===== src/rtl/if_id_fetch_stage.sv =====
// if_id_fetch_stage: program counter, IF/ID pipeline register and fetch-control FSM.
// The PC advances by 4 each cycle unless held by hazard detection or retargeted by
// a redirect resolved in ID. A redirect also flushes IF/ID with a bubble.
// A hold (PC_write_i=0) dominates a redirect; ID re-issues the redirect next cycle.
// Optional feature macro: IFID_STALL_COUNT_EN adds a saturating 16-bit stall-cycle
// counter on stall_count_o; without it stall_count_o is tied to 0.
module if_id_fetch_stage #(
   parameter logic [31:0] RESET_PC = 32'h0040_0000,
   parameter logic [31:0] NOP_WORD = 32'h0000_0000
) (
   input  logic        clk,
   input  logic        reset,
   input  logic        PC_write_i,
   input  logic        IFID_write_i,
   input  logic        redirect_i,
   input  logic [31:0] redirect_pc_i,
   input  logic [31:0] instr_i,
   output logic [31:0] pc_o,
   output logic [31:0] instr_IFID_o,
   output logic [31:0] pc_plus4_IFID_o,
   output logic        valid_IFID_o,
   output logic [1:0]  state_o,
   output logic [15:0] stall_count_o
);

   typedef enum logic [1:0] {
      FETCH = 2'd0,
      STALL = 2'd1,
      FLUSH = 2'd2
   } state_t;

   state_t      state_q;
   state_t      state_d;
   logic [31:0] pc_q;
   logic [31:0] pc_d;
   logic [31:0] pc_next_seq;
   logic [31:0] instr_q;
   logic [31:0] pc_plus4_q;
   logic        valid_q;
   logic        take_redirect;

   // Sequential fetch address; the 32-bit add wraps naturally at 2^32.
   assign pc_next_seq   = pc_q + 32'd4;
   // A redirect only takes effect when the PC is allowed to move.
   assign take_redirect = redirect_i & PC_write_i;

   // Next-state logic: stall has top priority, then flush on redirect, else fetch.
   always_comb begin
      state_d = FETCH;
      if (!PC_write_i) begin
         state_d = STALL;
      end else if (redirect_i) begin
         state_d = FLUSH;
      end
   end

   // Next PC: hold, redirect target (word aligned), or sequential.
   always_comb begin
      pc_d = pc_next_seq;
      if (!PC_write_i) begin
         pc_d = pc_q;
      end else if (redirect_i) begin
         pc_d = redirect_pc_i & 32'hFFFF_FFFC;
      end
   end

   // FSM state register.
   always_ff @(posedge clk) begin
      if (!reset) begin
         state_q <= FETCH;
      end else begin
         state_q <= state_d;
      end
   end

   // PC register.
   always_ff @(posedge clk) begin
      if (!reset) begin
         pc_q <= RESET_PC;
      end else begin
         pc_q <= pc_d;
      end
   end

   // IF/ID register: hold, flush to a bubble, or capture the fetched word.
   always_ff @(posedge clk) begin
      if (!reset) begin
         instr_q    <= NOP_WORD;
         pc_plus4_q <= 32'd0;
         valid_q    <= 1'b0;
      end else if (IFID_write_i) begin
         if (take_redirect) begin
            instr_q <= NOP_WORD;
            valid_q <= 1'b0;
         end else begin
            instr_q    <= instr_i;
            pc_plus4_q <= pc_next_seq;
            valid_q    <= 1'b1;
         end
      end
   end

`ifdef IFID_STALL_COUNT_EN
   logic [15:0] stall_count_q;

   // Stall-cycle counter: counts cycles with PC held, saturating at all ones.
   always_ff @(posedge clk) begin
      if (!reset) begin
         stall_count_q <= 16'd0;
      end else if (!PC_write_i && (stall_count_q != 16'hFFFF)) begin
         stall_count_q <= stall_count_q + 16'd1;
      end
   end

   assign stall_count_o = stall_count_q;
`else
   assign stall_count_o = 16'd0;
`endif

   assign pc_o            = pc_q;
   assign instr_IFID_o    = instr_q;
   assign pc_plus4_IFID_o = pc_plus4_q;
   assign valid_IFID_o    = valid_q;
   assign state_o         = state_q;

endmodule


===== config.mk =====
export PLATFORM = sky130hd
export DESIGN_NAME = if_id_fetch_stage
export DESIGN_NICKNAME = d
export VERILOG_FILES = /design/src/rtl/if_id_fetch_stage.sv
export SDC_FILE = /design/constraint.sdc
export NUM_CORES = 1
export LEC_CHECK = 0
export CORE_MARGIN = 5
export CORE_UTILIZATION = 45
export CTS_CLUSTER_DIAMETER = 120
export CTS_CLUSTER_SIZE = 20
export DETAILED_ROUTE_END_ITERATION = 10
export GPL_TIMING_DRIVEN = 0
export PLACE_DENSITY = 0.9
export SKIP_LAST_GASP = 1
export SYNTH_ARGS = -nofsm -noshare
export SYNTH_HDL_FRONTEND = slang
export SYNTH_SLANG_ARGS = --single-unit

===== constraint.sdc =====
create_clock -name clk -period 2.6 [get_ports clk]
set_input_delay 0.52 -clock clk [delete_from_list [all_inputs] [get_ports clk]]
set_output_delay 0.52 -clock clk [all_outputs]
set_load 0.01 [all_outputs]

==> impl_metrics.ini, run 1 <==
[clock_tree]
clock-sinks = 95
tritoncts = done
clock_path_buffers = 2
cts_buffers = 9
clk_root_buffer_cell = clkbuf_8
clkTransAtPathRegs_ns = 0.10
htreeDepth = 3
cts_setup_buffers = 0
clock_latency_ns = 0.37

[place]
io_buffers = 159
place_inst = 936
place.detailed.hpwl_mm = 13.2
routabilityCongestion = 0.976

[global_route]
grt_max_degree = 16
grt_pass1_vias = 5418
grtUsageTotal_pct = 27.0
grt_overflow = 0
grt_pass1_wl_mm = 28.0
grt_antenna_before_repair = 0

[floorplan]
die_h_microns = 114
coreArea_sq_um = 10700
initial_core_util_pct = 45.4
num_rows = 38
design.die.area_sq_um = 13000
pin_count = 184
die_w_microns = 114

[sta]
rsz0062_at_grt = false
whs_ns = 0.464
final.period_utilization_pct = 96.3
worstMarginPinSlew_ns = 0.933
fmax_ghz = 0.399
slew_headroom_pct = 37.2
hold_violations = 0
fin_skew_ns = 0.0103
setup_viol = 0
maxSlewViolCount = 0
period_needed_ns = 2.50

[finish]
syn2layout_area_growth_pct = 42.8
antenna_cells = 0
drive_above_1_share_pct = 7.27
fin_nets = 877
final_util_pct = 64.8
final_cells = 951

[pwr]
power_leakage_nw = 2.49
power_density_nw_per_um2 = 496
ir_drop_uv = 314

[synthesis]
synth.largest_area_cell = dfxtp_1
post-synth-top-count-cell = dfxtp_1
synth_top_area_share_pct = 39.2
synth_edf_count = 0
syn_area_per_cell_sq_um = 7.85
ys_ff_latch = 95
synth_common_cells = dfxtp_1 (95), nor2_1 (63), a21oi_1 (55)
synthCells = 618
synth_ff_type = dfxtp_1
yosys_warnings = 0
synth.distinct_cells = 58
synth_area_leaders = dfxtp_1 (39%), a21oi_1 (5.7%), nor2_1 (4.9%)
syn_area_sq_um = 4850
seq_area_frac_synth_pct = 39.2
async_reset_ff_share_pct = 0

[critical_path]
r2r_slack_ns = 0.1
crit_type = flop to flop
worst_setup_path_end_kind = flop
r2r_cells = 6
crit_path_max_fanout = 10
crit_required_ns = 2.84
arrival_ns = 2.75
r2r-end = pc_plus4_IFID_o[17]
r2r-start = pc_o[4]
start_kind = flop

[run_status]
status = finished clean

[hold_path]
holdPathEnd = pc_plus4_IFID_o[3]
hold_path_class = flop to flop
hold_start = pc_plus4_IFID_o[3]
holdPathStages = 2

[routing]
drtIter0Drc = 686
vias = 5638
drc = 0
ant_nets = 0
routed_wl_mm = 18.1
wl_per_cell_microns = 19.0
detailedRoute.firstPassIterationCount = 6
viasPerCell = 5.93

[run]
drv_cap = 0
==> logic make-up after synthesis <==
| logic type | share of synthesized area (%) |
|---|---|
| xor gates and xnor gates | 2.17 |
| and+or+nand+nor | 25.8 |
| muxes | 0.206 |
| AOI/OAI and AO/OA | 23.8 |
| adders and majority gates | 0.258 |
| buffers and inverters | 8.53 |
| other | 0.0773 |
| DFF | 39.2 |
==> placed cells by master (no fill, tap or decap), types with 4 or more instances in the layout <==
master / netlist / routed
clkdlybuf4s50_1: 0 / 159
dfxtp_1: 95 / 93
nor2_1: 63 / 63
a21oi_1: 55 / 55
nand2_1: 42 / 42
clkbuf_1: 43 / 39
nor2b_1: 34 / 34
o21ai_0: 30 / 30
nand3_1: 27 / 27
nor3_1: 20 / 20
buf_4: 20 / 20
conb_1: 1 / 20
nand4_1: 17 / 17
a31oi_1: 11 / 11
buf_1: 10 / 10
a211oi_1: 10 / 10
clkbuf_8: 0 / 10
nor4_1: 10 / 9
or3_1: 8 / 8
xnor2_1: 8 / 8
o211ai_1: 8 / 8
a311oi_1: 7 / 7
and3_1: 7 / 7
inv_1: 7 / 7
o2111ai_1: 7 / 7
a32o_1: 7 / 7
buf_2: 6 / 6
clkbuf_2: 1 / 5
o31ai_1: 6 / 5
and4_1: 4 / 4
xor2_1: 4 / 4
a21o_1: 4 / 4
a22oi_1: 4 / 4
a22o_1: 4 / 4
==> layout make-up <==
class | instances | area (sq um)
clock inverters | 5 | 81.3
flip-flops and latches | 95 | 1900
inverters | 8 | 30.0
fillers | 936 | 3770
plain buffers | 80 | 389
well taps | 140 | 175
multi-input cells | 454 | 2620
repair buffers | 159 | 1590
clock buffers | 10 | 138
==> where the power goes <==
group	total (W)	switching, W	internal [W]
clock network	0.00111	0.000541	0.000565
logic	0.000716	0.000360	0.000356
registers	0.00161	0.0000738	0.00154
==> per-layer routing <==
layer / vias up / share of wire [%] / GRT usage [%]
met2: 443 / 44 / 43.1
li1: 2578 / - / -
met1: 2540 / 36 / 32.1
met3: 77 / 15 / 10.6
met4: 0 / 4.5 / 12.4
met5: - / 0 / 0
==> worst max-delay path by stage <==
stage / start / to / slack [ns] / cells past startpoint
2_1_floorplan: pc_o[2] / pc_o[20] / 0.29 / 6
3_3_place_gp: IFID_write_i / pc_plus4_IFID_o[16] / -0.29 / 6
3_5_place_dp: IFID_write_i / pc_plus4_IFID_o[10] / -0.34 / 5
4_1_cts: IFID_write_i / pc_plus4_IFID_o[10] / 0.04 / 5
5_1_grt: pc_o[2] / pc_o[20] / 0.008 / 6
6_report: pc_o[4] / pc_plus4_IFID_o[17] / 0.1 / 6
==> sequential cells by signal, indices dropped and copies added (netlist names) <==
register / flops
state_o: 2
pc_plus4_IFID_o: 30
valid_IFID_o: 1
instr_IFID_o: 32
pc_o: 30
==> critical path, stage by stage, from the launching register on <==
cell	delay [ns]
dfxtp_1	0.34
buf_2	0.24
nand3_2	0.23
nor4_1	0.86
buf_2	0.38
xnor2_1	0.21
a21oi_1	0.11
==> timing repair <==
action                     CTS  global route
gates cloned                 0             0
hold buffers                 0             0
gates resized for setup      1            12
setup endpoints to repair    5            55
==> per-stage QoR <==
stage / cell area (sq um) / total power (W) / setup slack, ns / TNS [ns]
detailed placement: 6690 / 0.00234 / -0.341 / -12.88
CTS: 6920 / 0.00342 / 0.0442 / 0
floorplan: 4920 / 0.00196 / 0.288 / 0
global route: 6930 / 0.00356 / 0.00836 / 0
global placement: 6690 / 0.00233 / -0.285 / -11.70
finish: 6930 / 0.00343 / 0.0962 / 0
(Power assumes the default switching activity.)
==> inputs of run 2 (changes only) <==
- CORE_UTILIZATION: 45 -> 61
- DONT_BUFFER_PORTS: default -> 1
- PLACE_DENSITY: 0.9 -> 0.85
- TNS_END_PERCENT: default -> 5
==> run 2 against run 1 <==
Worst hold slack worse by 0.19 ns. Critical path depth unchanged. Total power fell by 11%. Highest routed layer unchanged. Critical path type unchanged. Core utilization increased by 3.3 points. Clock skew grew 0.0030 ns. Largest cell class unchanged. Final cell count is 21% lower. Combinational power is 44% lower.
==> impl_metrics.ini, run 2 (same netlist as run 1, synthesis figures left out) <==
[run_status]
status = finished clean

[finish]
syn2layout_area_growth_pct = 8.48
largest_register_ffs = 32
regArea_sq_um = 1900
multi_input_area_sq_um = 2630
fill_cells = 661
drive_above_1_share_pct = 8.73
most-common-layout-cells = dfxtp_1 (94), nor2_1 (63), a21oi_1 (55)
fin_nets = 718
layout_commonest_cell = dfxtp_1

[critical_path]
crit_type = flop to flop
cp_slowest_cell = or4_1
crit_buf_inv = 1
path_cells = ha_2 > nand4_4 > or4_1 > buf_2 > or3_1 > o311ai_1
crit_required_ns = 2.88
worst_setup_path_end_kind = flop
crit_path_max_fanout = 9
start_kind = flop
max_stage_delay_ns = 0.55
arrival_ns = 2.88
cp_top_family = simple AND/OR/NAND/NOR gates

[pwr]
power_leakage_nw = 1.88
ir_drop_uv = 355
power_density_nw_per_um2 = 577
finalPower_w = 0.00304

[routing]
routed_wl_mm = 17.3
viasPerCell = 6.66
drtIter0Drc = 555
wl_per_cell_microns = 22.9
detailedRoute.firstPassIterationCount = 5
vias = 5034
drc = 0
ant_nets = 0

[sta]
slew_headroom_pct = 43.2
whs_ns = 0.271
fmax_ghz = 0.385
rsz0062_at_grt = true
worstMarginPinSlew_ns = 0.845
setup_viol = 0
period_needed_ns = 2.60
fin_skew_ns = 0.0133
setup_tns_ns = 0
maxSlewViolCount = 0
timing.final.ws_setup_ns = 0.00353
final.period_utilization_pct = 99.9
hold_violations = 0

[global_route]
grt_pass1_wl_mm = 26.5
grt_overflow = 0
grt_max_degree = 19
grt_pass1_vias = 4926
grt_antenna_before_repair = 0
grtUsageTotal_pct = 34.0

[run]
drv_cap = 0

[floorplan]
pin_count = 184
die_w_microns = 99.2
coreArea_sq_um = 7730
num_rows = 32
initial_core_util_pct = 62.8
die_h_microns = 99.2
design.die.area_sq_um = 9840

[place]
routabilityCongestion = 0.975
io_buffers = 0
place.detailed.hpwl_mm = 12.4
dp_slack_ns = -0.304

[clock_tree]
holdBufCountCts = 0
cts_buffers = 9
clock-sinks = 95
cts_setup_buffers = 0
htreeDepth = 3
clkTransAtPathRegs_ns = 0.11
tritoncts = done
clk_root_buffer_cell = clkbuf_8
clock_latency_ns = 0.39
clock_path_buffers = 2

[hold_path]
hold_path_class = primary input to flop
run 2: per-stage QoR:
stage / instances / utilization [%] / instance area, sq um
floorplan: 637 / - / 4920
global placement: 739 / 65.4 / 5050
detailed placement: 739 / 65.4 / 5050
CTS: 755 / 67.9 / 5250
global route: 755 / 68.1 / 5260
finish: 756 / 68.1 / 5270
run 2: what timing repair did:
action / in CTS / in global routing
resized for setup: 2 / 4
endpoints found under the setup margin: 9 / 23
pin swaps: 0 / 0
hold endpoints to repair: 0 / 0
run 2: where the power goes:
part | total (W) | leakage (nW) | switching (W) | internal, W
registers | 0.00167 | 0.780 | 0.000131 | 0.00154
logic | 0.000404 | 1.00 | 0.000263 | 0.000141
clock network | 0.000966 | 0.0967 | 0.000596 | 0.000370
total | 0.00304 | 1.88 | 0.000990 | 0.00205
run 2: routing by layer:
layer	vias to the layer above	track usage, %	part of all wire, %
met5	-	0	0
met4	0	16.3	3.3
met3	60	11.8	13
met2	350	54.2	46
met1	2353	40.9	37
li1	2271	-	-
run 2: path summary, 6_finish.rpt:
path | depth (start not counted) | slack [ns] | endpoint | from
min reg2reg | 2 | 0.52 | pc_plus4_IFID_o[3] | pc_plus4_IFID_o[3]
min | 2 | 0.27 | instr_IFID_o[8] | instr_i[8]
max | 6 | 0.004 | pc_o[20] | pc_o[3]
max reg2reg | 6 | 0.004 | pc_o[20] | pc_o[3]
run 2: final cells by class:
cell class / instances / share of cell area [%]
inverter: 8 / 0.570
clock inverter: 7 / 1.21
clock buffer: 9 / 2.35
buffer: 80 / 7.32
multi-input combinational: 454 / 49.9
antenna: 1 / 0.0475
sequential: 95 / 36.1
tap: 102 / 2.42
==> inputs of run 3 (changes only) <==
- CORE_UTILIZATION: 61 -> 55
- PLACE_DENSITY: 0.85 -> 0.78
==> run 3 against run 2 <==
Total power grew 0.61%. Worst setup slack better by 0.018 ns. Sequential share of layout area is 0.096 points lower. Critical path depth rose by 1. Global-route usage down 3.6 points. Final cell count up 0.66%. Clock skew down 0.0011 ns. Routed wire length down 2.9%. Cell area rose by 0.33%. Via count fell by 0.44%. Core utilization decreased by 7.3 points. Register-to-register slack improved by 0.02 ns. Critical endpoint is now pc_o[27]. Largest cell class unchanged.
==> impl_metrics.ini, run 3 (same netlist as run 1, synthesis figures left out) <==
[run_status]
status = finished clean

[finish]
antenna_cells = 0
fill_cells = 817
final_util_pct = 60.9
fin_nets = 718
layout_commonest_cell = dfxtp_1
syn2layout_area_growth_pct = 8.84
largest_register_ffs = 32
drive_above_1_share_pct = 9.04
most-common-layout-cells = dfxtp_1 (93), nor2_1 (63), a21oi_1 (55)

[sta]
maxSlewViolCount = 0
hold_violations = 0
worstMarginPinSlew_ns = 0.723
setup_tns_ns = 0
whs_ns = 0.286
period_needed_ns = 2.58
setup_viol = 0
final.period_utilization_pct = 99.2
fin_skew_ns = 0.0122
fmax_ghz = 0.388
rsz0062_at_grt = true
slew_headroom_pct = 51.8
timing.final.ws_setup_ns = 0.0211

[critical_path]
crit_required_ns = 2.86
path_cells = buf_2 > nand3_2 > or4_1 > clkbuf_1 > clkbuf_2 > o31ai_1 > a21oi_1
r2r-start = pc_o[4]
crit_type = flop to flop
worst_setup_path_end_kind = flop
cp-startpoint = pc_o[4]
r2r_slack_ns = 0.02
max_stage_delay_ns = 0.58
cp_slowest_cell = or4_1
start_kind = flop
crit_path_max_fanout = 10
crit_buf_inv = 3
cp_top_family = buffers and inverters
arrival_ns = 2.84

[clock_tree]
clock_latency_ns = 0.37
cts_buffers = 9
clkTransAtPathRegs_ns = 0.11
htreeDepth = 3
clock-sinks = 95
clock_path_buffers = 2
tritoncts = done
clk_root_buffer_cell = clkbuf_8

[run]
drv_cap = 0

[place]
io_buffers = 0
dp_slack_ns = -0.272
place.detailed.hpwl_mm = 12.1
routabilityCongestion = 0.953

[routing]
ant_nets = 0
drc = 0
wl_per_cell_microns = 22.1
vias = 5012
viasPerCell = 6.59
detailedRoute.firstPassIterationCount = 5
routed_wl_mm = 16.8
drtIter0Drc = 464

[global_route]
grt_overflow = 0
grt_max_degree = 20
grtUsageTotal_pct = 30.3
grt_antenna_before_repair = 0
grt_pass1_wl_mm = 26.7
grt_pass1_vias = 5000

[floorplan]
initial_core_util_pct = 55.9
num_rows = 34
design.die.area_sq_um = 10800
die_w_microns = 104
coreArea_sq_um = 8680
die_h_microns = 104
pin_count = 184

[pwr]
ir_drop_uv = 379
power_density_nw_per_um2 = 579
power_leakage_nw = 1.88

[hold_path]
hold_path_class = primary input to flop
hold_start = instr_i[29]
[run 3: layer usage]
metal | track usage (%) | routed length (microns)
met2 | 47.4 | 7590
met5 | 0 | 0
met3 | 12.4 | 2140
met4 | 14.8 | 802
met1 | 36.0 | 6310
[run 3: layout make-up]
type	count	area, sq um	area share (%)
Clock buffer	9	124	2.34
Buffer	80	387	7.32
Sequential cell	95	1900	36.0
Multi-Input combinational cell	454	2630	49.8
Tap cell	108	135	2.56
Clock inverter	7	73.8	1.40
Inverter	8	30.0	0.568
[run 3: where the power goes]
part / total, W / switching (W) / internal (W)
Clock: 0.000988 / 0.000609 / 0.000380
Sequential: 0.00167 / 0.000128 / 0.00154
Combinational: 0.000403 / 0.000262 / 0.000141
Total: 0.00306 / 0.000998 / 0.00206
[run 3: what timing repair did]
item | CTS | global route
gates resized for setup | 3 | 7
setup endpoints to repair | 10 | 23
buffers inserted | 0 | 0
hold buffers | 0 | 0
[run 3: per-stage QoR]
stage	cells	power (W)	instance area [sq um]
finish	761	0.00306	5280
global route	761	0.00319	5280
CTS	761	0.00305	5270
detailed placement	745	0.00209	5060
global placement	745	0.00207	5060
floorplan	637	0.00196	4920
[run 3: worst reg2reg max path, stage by stage, from the launching register on]
cell and delay (ns):
dfxtp_1 0.41, buf_2 0.25, nand3_2 0.22, or4_1 0.58, clkbuf_1 0.26, clkbuf_2 0.29, o31ai_1 0.33, a21oi_1 0.11
[run 3: worst paths after layout]
path,end,cells after the start
hold / removal,instr_IFID_o[29],2
setup / recovery,pc_o[27],7
hold reg to reg,pc_plus4_IFID_o[3],2
setup reg to reg,pc_o[27],7
